File: src/rtl/opcode_stream_assembler.sv
// Byte-serial retired-opcode assembler. Joins the 0xff extended prefix with its
// second byte, presents opcode_1/opcode_2/valid_op for the instruction monitor,
// keeps retire statistics and runs a no-retire hang watchdog.
module opcode_stream_assembler #(
  parameter int WDOG_CYCLES = 10000,
  parameter int CNT_W       = 32
) (
  input  logic             clk,
  input  logic             reset,
  input  logic             byte_valid,
  input  logic [7:0]       byte_data,
  input  logic             flush,
  input  logic             wdog_en,
  output logic [7:0]       opcode_1,
  output logic [7:0]       opcode_2,
  output logic             valid_op,
  output logic [CNT_W-1:0] inst_count,
  output logic [CNT_W-1:0] ext_count,
  output logic [15:0]      drop_count,
  output logic             hang
);

  localparam int WW = $clog2(WDOG_CYCLES + 1);
  localparam logic [WW-1:0] WDOG_MAX = WW'(WDOG_CYCLES);

  typedef enum logic {IDLE, EXT} state_t;

  state_t        state, state_next;
  logic          emit, emit_ext, drop_inc;
  logic [7:0]    op1_next, op2_next;
  logic [WW-1:0] wdog_cnt;

  // Next-state decode: flush beats byte_valid; a prefix waits in EXT.
  always_comb begin
    state_next = state;
    emit       = 1'b0;
    emit_ext   = 1'b0;
    drop_inc   = 1'b0;
    op1_next   = opcode_1;
    op2_next   = opcode_2;
    if (flush) begin
      state_next = IDLE;
      drop_inc   = (state == EXT);
    end else if (byte_valid) begin
      case (state)
        IDLE: begin
          if (byte_data == 8'hff) begin
            state_next = EXT;
          end else begin
            emit     = 1'b1;
            op1_next = byte_data;
            op2_next = 8'h00;
          end
        end
        EXT: begin
          state_next = IDLE;
          emit       = 1'b1;
          emit_ext   = 1'b1;
          op1_next   = 8'hff;
          op2_next   = byte_data;
        end
        default: state_next = IDLE;
      endcase
    end
  end

  // State, registered opcode outputs and retire statistics.
  always_ff @(posedge clk) begin
    if (reset) begin
      state      <= IDLE;
      opcode_1   <= 8'h00;
      opcode_2   <= 8'h00;
      valid_op   <= 1'b0;
      inst_count <= '0;
      ext_count  <= '0;
      drop_count <= 16'h0000;
    end else begin
      state    <= state_next;
      opcode_1 <= op1_next;
      opcode_2 <= op2_next;
      valid_op <= emit;
      if (emit)     inst_count <= inst_count + 1'b1;
      if (emit_ext) ext_count  <= ext_count + 1'b1;
      if (drop_inc && drop_count != 16'hffff) drop_count <= drop_count + 16'h0001;
    end
  end

  // Watchdog: the counter reads 0 in every cycle valid_op is high, otherwise
  // counts up and parks at WDOG_CYCLES; hang latches one cycle after that.
  always_ff @(posedge clk) begin
    if (reset) begin
      wdog_cnt <= '0;
      hang     <= 1'b0;
    end else begin
      if (wdog_cnt == WDOG_MAX) hang <= 1'b1;
      if (!wdog_en || emit)          wdog_cnt <= '0;
      else if (wdog_cnt != WDOG_MAX) wdog_cnt <= wdog_cnt + 1'b1;
    end
  end

endmodule

File: config.mk
export PLATFORM = sky130hd
export DESIGN_NAME = opcode_stream_assembler
export DESIGN_NICKNAME = d
export VERILOG_FILES = /design/src/rtl/opcode_stream_assembler.sv
export SDC_FILE = /design/constraint.sdc
export NUM_CORES = 1
export LEC_CHECK = 0
export ABC_AREA = 1
export CELL_PAD_IN_SITES_DETAIL_PLACEMENT = 1
export CELL_PAD_IN_SITES_GLOBAL_PLACEMENT = 1
export CORE_MARGIN = 2
export CORE_UTILIZATION = 39
export CTS_CLUSTER_DIAMETER = 200
export DETAILED_ROUTE_END_ITERATION = 8
export PLACE_DENSITY_LB_ADDON = 0.1
export SYNTH_ARGS = -nofsm -noshare
export SYNTH_HDL_FRONTEND = slang
export SYNTH_SLANG_ARGS = --single-unit
File: constraint.sdc
create_clock -name clk -period 2.2 [get_ports clk]
set_input_delay 0.44 -clock clk [delete_from_list [all_inputs] [get_ports clk]]
set_output_delay 0.44 -clock clk [all_outputs]
set_load 0.02 [all_outputs]
; ---- Word-level counts from Yosys, hierarchy flattened
; Index checks and enable logic that the tools add are counted.
[word_totals]
ff_bits = 113
in_bits = 13
output_inout_bits = 98
elab_cells = 40
[classes]
add_sub_neg = 4
eq_ne = 5
mux = 14
bitwise = 2
reduce_logical = 6
[op_table]
columns = op, count
row1 = "adder 32 x 1 -> 32 bit, second input constant", 2
row2 = one-hot mux 8 bit (2 select lines), 2
row3 = "adder 16 x 1 -> 16 bit, second input constant", 1
row4 = two-way mux 8 bit, 2
row5 = "inequality test 16 bit, second input constant", 1
row6 = "adder 14 x 1 -> 14 bit, second input constant", 1
row7 = "== test 14 bit, second input constant", 1
row8 = "inequality test 14 bit, second input constant", 1
row9 = "== test 8 bit, second input constant", 1
row10 = two-way mux 1 bit, 8
row11 = one-hot mux 1 bit (2 select lines), 2
row12 = OR reduction 2 bit, 2
row13 = AND reduction 3 bit, 1
row14 = "inequality test 2 bit, second input constant", 1
row15 = inverter 1 bit, 2
row16 = logical AND 1 bit, 1
row17 = logical NOT 1 bit, 1
row18 = logical OR 1 bit, 1

; ---- Depth between registers and ports, before layout
; Gate-level depths: netlist of run 1.
[logic_depth]
depth_word = 7
mapped_depth = 10
ltp_nobuf = 10

; ---- Least setup slack after synthesis of run 1
; No wires, ideal clock.
[synth_timing]
path_kind = register -> register
start = reg inst_count[0]
end = reg inst_count[26]
setup_time_ns = 0.115
t_arrival_ns = 1.545
t_required_ns = 2.085
slack_ns = 0.540
stages_incl_launch_ff = 10
path_buffers = 1
cell_sequence = dfxtp_1 -> ha_1 -> nand3_2 -> nor2_4 -> nand3_1 -> nor2_4 -> buf_6 -> nand3_1 -> nand2_1 -> nor2_1
[synth_via]
elab_chain_cells = 1
[synth_rtl]
columns = element, line_no
row1 = start: declaration, 17  ; output logic [CNT_W-1:0] inst_count,
row2 = start signal: assignment, 82  ; if (emit) inst_count <= inst_count + 1'b1;
row3 = adder 32 x 1 -> 32 bit, 82
; Every way passes these cells.
; A chain may end at the register's enable or synchronous reset.

; ---- Final worst setup path of run 1
[layout_timing]
start = reg inst_count[13]
end = out inst_count[13]
; No word-level cell between the ends.

==> reports/results.ini, run 1 <==
[cells_and_area]
fin_util=0.5367
drive_gt1_frac=0.08708
final_cell_mix=236 x nand2_1, 150 x nor2_1, 113 x dfxtp_1, 110 x clkdlybuf4s50_1, 96 x inv_1
fin_nets=1027
fin_area_sq_mm=0.007800
areaGrowthSynthToFinish_pct=34.56
stdcell_count=1206
final_common_cell=nand2_1
diodes=0

[sta]
tns_ns=0
drv_slew=0
period_share=0.9093
finalHoldViolCount=0
slew_headroom=0.7032
hold_slack_ns=0.4518
grt_setup_unrepaired=no
fin_skew_ns=0.006877
layout_min_cycle_time_ns=2.000
tightest_slew_ns=0.4436
timing.final.setup_violations=0
fin_ws_ns=0.1996
fmax_mhz=499.9

[clock_network]
h-tree-depth=4
cts_inserted_buffers=17
post-cts-setup-buffers=0
cts-root-buf=clkbuf_16
clk_path_buf_depth=2
clk_pin_slew_worst_paths_ns=0.05
cts_resized=0
cts_tree=yes
ctsHoldBuffers=0
insertion_delay_ns=0.42
cts.sinks=113

[floorplan]
core_area_sq_mm=0.01453
die_area_sq_mm=0.01585
ios=111
rows=44
die_y_microns=125.9
die_w_microns=125.9
initial_core_util=0.3988

[yosys]
synth_flop_cell=dfxtp_1
yosys_warnings=0
syn_avg_cell_area_sq_um=6.602
synthArstFlopShare=0
syn_nets=896
synth_edf_count=0
synthCells=878
synth-seq-area-share=0.3902
ys_types=35
yosys_register_bits=113
synth_area_sq_mm=0.005797

[power]
power_density_mw_per_mm2=654.8
power_mw=5.108
p_seq_frac=0.408
max-vdd-ir-drop_mv=0.5764
p_switching_mw=1.136
switching_share=0.2224
internal_power_mw=3.972
clockPowerShare=0.547
p_leak_nw=2.941
combinationalPowerShare=0.045

[critical_path]
max_stage_delay_ns=0.66
cp_data_arrival_time_ns=1.56
crit_buf_inv=1
timing.rr.start=inst_count[0]
worstPathRequired_ns=1.76
cp_max_fo=6
crit_chain=clkdlybuf4s50_1
r2r_cells=8
cp-start-kind=flop
worstReg2RegEnd=inst_count[24]
cp-end-kind=primary output
cp_slowest_cell=clkdlybuf4s50_1
cp_top_family=buffers and inverters
r2r_setup_slack_ns=0.42
path_class=reg2out

[global_routing]
overflow=0
met1_usage=0.2724
grt_max_degree=35
grt_util_all_layers=0.2257
use_met2=0.3915
antenna_found_initial=0
met3_usage=0.06500
grt_pass1_vias=5914
gr-max-usage-layer=met2
grt_pass1_wl_microns=29070

[drt]
postRouteAntennaNets=0
drtPass1Iterations=4
drt_iter0_drc=229
drcViolationCount=0
vias=5991
wl_per_cell_microns=14.54
drt_wl_total_microns=17540
vias_per_cell=4.968

[placed_design]
dpl.hpwl_microns=12660
dp.cells=1174
post_dp_cell_area_sq_mm=0.007197
pre_cts_slack_ns=0.01941
gp_congestion=0.7880
io_buffers=110

[min_path]
hold_start=hang
hold_path.class=reg2reg
holdPathStages=2
hold_path_end=hang

[flow_run]
maxCapViolations=0

[outcome]
status=complete, no violations

-- synth_stat cells (2+ instances only) --
master | count | share of area
nor2_2 | 9 | 0.0097
nand3_2 | 3 | 0.0052
xor2_1 | 10 | 0.015
nor3_1 | 21 | 0.018
nor2_4 | 7 | 0.014
buf_2 | 4 | 0.0035
or2_2 | 2 | 0.0022
nand4_1 | 25 | 0.027
ha_1 | 5 | 0.011
buf_6 | 5 | 0.0097
clkbuf_1 | 9 | 0.0058
a31oi_1 | 2 | 0.0022
nor2_1 | 150 | 0.097
xnor2_1 | 6 | 0.0091
nand3_4 | 2 | 0.0060
nand2_2 | 4 | 0.0043
o21ai_0 | 27 | 0.023
nand3_1 | 61 | 0.053
inv_1 | 96 | 0.062
buf_4 | 4 | 0.0052
dfxtp_1 | 113 | 0.39
a21oi_1 | 61 | 0.053
nand2_1 | 236 | 0.15
nor3_2 | 2 | 0.0035
nand3b_1 | 4 | 0.0052
-- registers in the layout, indices dropped and copies added (netlist names) --
signal	cells
valid_op	1
state	1
drop_count	16
hang	1
inst_count	32
opcode_2	8
opcode_1	8
ext_count	32
wdog_cnt	14
-- cells by family after synthesis --
| family | count (synthesis) | synth area share |
|---|---|---|
| flip-flops | 113 | 0.3902 |
| adder cells (fa/ha/maj) | 5 | 0.01079 |
| XOR/XNOR | 16 | 0.02417 |
| AO/OA/AOI/OAI | 94 | 0.08504 |
| AND/OR/NAND/NOR | 529 | 0.4015 |
| buffers and inverters | 121 | 0.08828 |
-- worst max-delay path by stage --
stage / startpoint / to / depth (start not counted)
final: inst_count[13] / inst_count[13] / 1
after global routing: inst_count[12] / inst_count[12] / 1
after CTS: inst_count[13] / inst_count[13] / 1
after detailed placement: byte_valid / ext_count[18] / 10
after global placement: byte_valid / ext_count[27] / 9
after floorplan: inst_count[0] / inst_count[26] / 9
-- per-layer routing --
metal | vias up | routed length, microns
met4 | 0 | 255
met5 | - | 0
met2 | 89 | 8482
li1 | 3052 | -
met1 | 2829 | 8000
met3 | 21 | 797
-- cell type report --
cell class | count | area, sq um
clock inverters | 8 | 101.3
clock buffers | 24 | 501.7
multi-input cells | 644 | 3023
flip-flops and latches | 113 | 2262
fillers | 1912 | 6734
repair buffers | 135 | 1314
inverters | 98 | 367.9
well taps | 184 | 230.2
-- power by group through the flow --
stage	combinational, mW	clock, mW	sequential [mW]
2_1_floorplan	0.102	0	2.14
3_3_place_gp	0.226	0	2.13
3_5_place_dp	0.231	0	2.13
4_1_cts	0.233	2.85	2.08
5_1_grt	0.253	2.94	2.08
6_report	0.230	2.79	2.08
Power figures use the tool's default switching activity.
==> run 2, diff against run 1 <==
Settings changed: CORE_UTILIZATION 39 to 33, SLEW_MARGIN set to 10.
Clock period 2.2 ns to 1.8 ns, I/O delays scaled along.
==> reports/results.ini, run 2 (synthesized netlist as in run 1, its figures left out) <==
[outcome]
status=complete, no violations  ; unchanged

[sta]
slew_headroom=0.7267  ; was 0.7032
fmax_mhz=571.2
period_share=0.9726
fin_skew_ns=0.009055  ; was 0.006877 ns
finalHoldViolCount=0  ; unchanged
drv_slew=0  ; unchanged
hold_slack_ns=0.4655  ; was 0.4518 ns
layout_min_cycle_time_ns=1.751
grt_setup_unrepaired=no  ; unchanged
timing.final.setup_violations=0  ; unchanged
tightest_slew_ns=0.4096  ; was 0.4436 ns

[power]
internal_power_mw=4.586  ; was 3.972 mW
combinationalPowerShare=0.051  ; was 0.045
p_switching_mw=1.346  ; was 1.136 mW
clockPowerShare=0.521  ; was 0.547
max-vdd-ir-drop_mv=0.7790  ; was 0.5764 mV
p_seq_frac=0.429  ; was 0.408
switching_share=0.2269  ; was 0.2224
power_density_mw_per_mm2=748.0  ; was 654.8 mW/mm^2
p_leak_nw=3.518  ; was 2.941 nW

[global_routing]
overflow=0  ; unchanged
grt_max_degree=35  ; unchanged
antenna_found_initial=0  ; unchanged
grt_pass1_wl_microns=28920  ; was 29070 microns
grt_util_all_layers=0.1965  ; was 0.2257
grt_pass1_vias=5933  ; was 5914

[floorplan]
rows=48  ; was 44
die_area_sq_mm=0.01864  ; was 0.01585 sq mm
die_y_microns=136.5  ; was 125.9 microns
core_area_sq_mm=0.01724  ; was 0.01453 sq mm
ios=111  ; unchanged
die_w_microns=136.5  ; was 125.9 microns
initial_core_util=0.3363  ; was 0.3988

[clock_network]
cts_inserted_buffers=17  ; unchanged
cts-root-buf=clkbuf_16  ; unchanged
cts.sinks=113  ; unchanged
cts_tree=yes  ; unchanged
clk_pin_slew_worst_paths_ns=0.05  ; about the same
insertion_delay_ns=0.42  ; about the same
clk_path_buf_depth=2  ; unchanged
h-tree-depth=4  ; unchanged

[critical_path]
timing.rr.start=drop_count[1]  ; was inst_count[0]
cp_slowest_cell=clkdlybuf4s50_1  ; unchanged
path_class=reg2out  ; unchanged
crit_chain=clkdlybuf4s50_1  ; unchanged
cp_data_arrival_time_ns=1.39  ; was 1.56 ns
cp-start-kind=flop  ; unchanged
crit_buf_inv=1  ; unchanged
max_stage_delay_ns=0.62  ; was 0.66 ns
cp-end-kind=primary output  ; unchanged
worstPathRequired_ns=1.44  ; was 1.76 ns
crit_path_start=opcode_2[6]  ; was inst_count[13]
cp_top_family=buffers and inverters  ; unchanged
cp_max_fo=2  ; was 6

[cells_and_area]
drive_gt1_frac=0.1038  ; was 0.08708
multi_input_area_sq_mm=0.003028  ; was 0.003023 sq mm
final_common_cell=nand2_1  ; unchanged
fin_util=0.4601  ; was 0.5367
diodes=0  ; unchanged
fin_nets=1048  ; was 1027
seqCellArea_sq_mm=0.002262  ; unchanged
fill_cells=2248  ; was 1912
areaGrowthSynthToFinish_pct=36.82  ; was 34.56%
final_cell_mix=236 x nand2_1, 148 x nor2_1, 113 x dfxtp_1, 96 x inv_1, 77 x dlygate4sd2_1  ; was 236 x nand2_1, 150 x nor2_1, 113 x dfxtp_1, 110 x clkdlybuf4s50_1, 96 x inv_1
largestRegisters=ext_count x32, inst_count x32, drop_count x16  ; unchanged

[drt]
drt-met1-wl_microns=8552  ; was 8000 microns
wl_met3_microns=730  ; was 797 microns
drt_wl_total_microns=17250  ; was 17540 microns
drtPass1Iterations=4  ; unchanged
dr_wl_met2_microns=7731  ; was 8482 microns
postRouteAntennaNets=0  ; unchanged
drcViolationCount=0  ; unchanged
vias=5950  ; was 5991
highest_layer=met4  ; unchanged
vias_per_cell=4.704  ; was 4.968
wl_per_cell_microns=13.64  ; was 14.54 microns
drt_iter0_drc=186  ; was 229

[min_path]
hold_start=opcode_2[5]  ; was hang
hold_path.class=reg2reg  ; unchanged

[placed_design]
io_buffers=110  ; unchanged
gp_congestion=0.7794  ; was 0.7880
dpl.hpwl_microns=12870  ; was 12660 microns

[flow_run]
maxCapViolations=0  ; unchanged

==> run 2: changes by cell type in the layout (fill, tap and decap cells not counted), sizes merged, moves of 2 or more <==
cell / previous run / this run
buf: 25 / 46
clkbuf: 24 / 22
clkdlybuf4s50: 110 / 27
clkinv: 3 / 5
clkinvlp: 3 / 1
dlygate4sd2: 0 / 77
dlymetal6s2s: 0 / 6
==> run 2: layout make-up <==
type | count | area share
multi-input cells | 644 | 0.3818
flip-flops and latches | 113 | 0.2852
repair buffers | 156 | 0.1847
clock buffers | 22 | 0.05853
inverters | 98 | 0.04638
well taps | 225 | 0.03549
clock inverters | 7 | 0.007888
==> run 2: final timing paths <==
kind / end / slack [ns] / cells after the start
worst min-delay path: opcode_2[5] / 0.47 / 2
worst max-delay path: opcode_2[6] / 0.05 / 1
worst max register to register: drop_count[9] / 0.22 / 10
worst min register to register: opcode_2[5] / 0.47 / 2
==> run 2: per-layer routing <==
layer / GRT usage / vias to the layer above
met5: 0 / -
met4: 0.06944 / 0
met3: 0.04889 / 17
met2: 0.3069 / 81
met1: 0.2631 / 2753
li1: - / 3099
==> run 2: per-stage QoR <==
step / std cells / TNS [ns] / worst slack [ns] / instance area, sq um / power, mW
6_report: 1265 / 0 / 0.04924 / 7931 / 5.933
3_5_place_dp: 1235 / -10.87 / -0.1739 / 7461 / 2.906
5_1_grt: 1265 / 0 / 0.0005153 / 7931 / 6.158
2_1_floorplan: 878 / 0 / 0.1398 / 5797 / 2.741
4_1_cts: 1264 / 0 / 0.001650 / 7891 / 6.026
3_3_place_gp: 1235 / -8.015 / -0.1428 / 7461 / 2.904
==> run 2: timing repair <==
item	in CTS	in global routing
pin swaps	0	1
setup buffers	0	1
endpoints found under the hold margin	0	0
gates cloned	0	0
hold buffers	0	0
endpoints found under the setup margin	77	16
resized for setup	77	8
==> run 2: power groups by stage <==
stage / sequential (mW) / clock, mW / combinational (mW)
global placement: 2.60 / 0 / 0.309
detailed placement: 2.59 / 0 / 0.312
floorplan: 2.62 / 0 / 0.124
finish: 2.54 / 3.09 / 0.300
global route: 2.54 / 3.28 / 0.335
CTS: 2.54 / 3.18 / 0.307
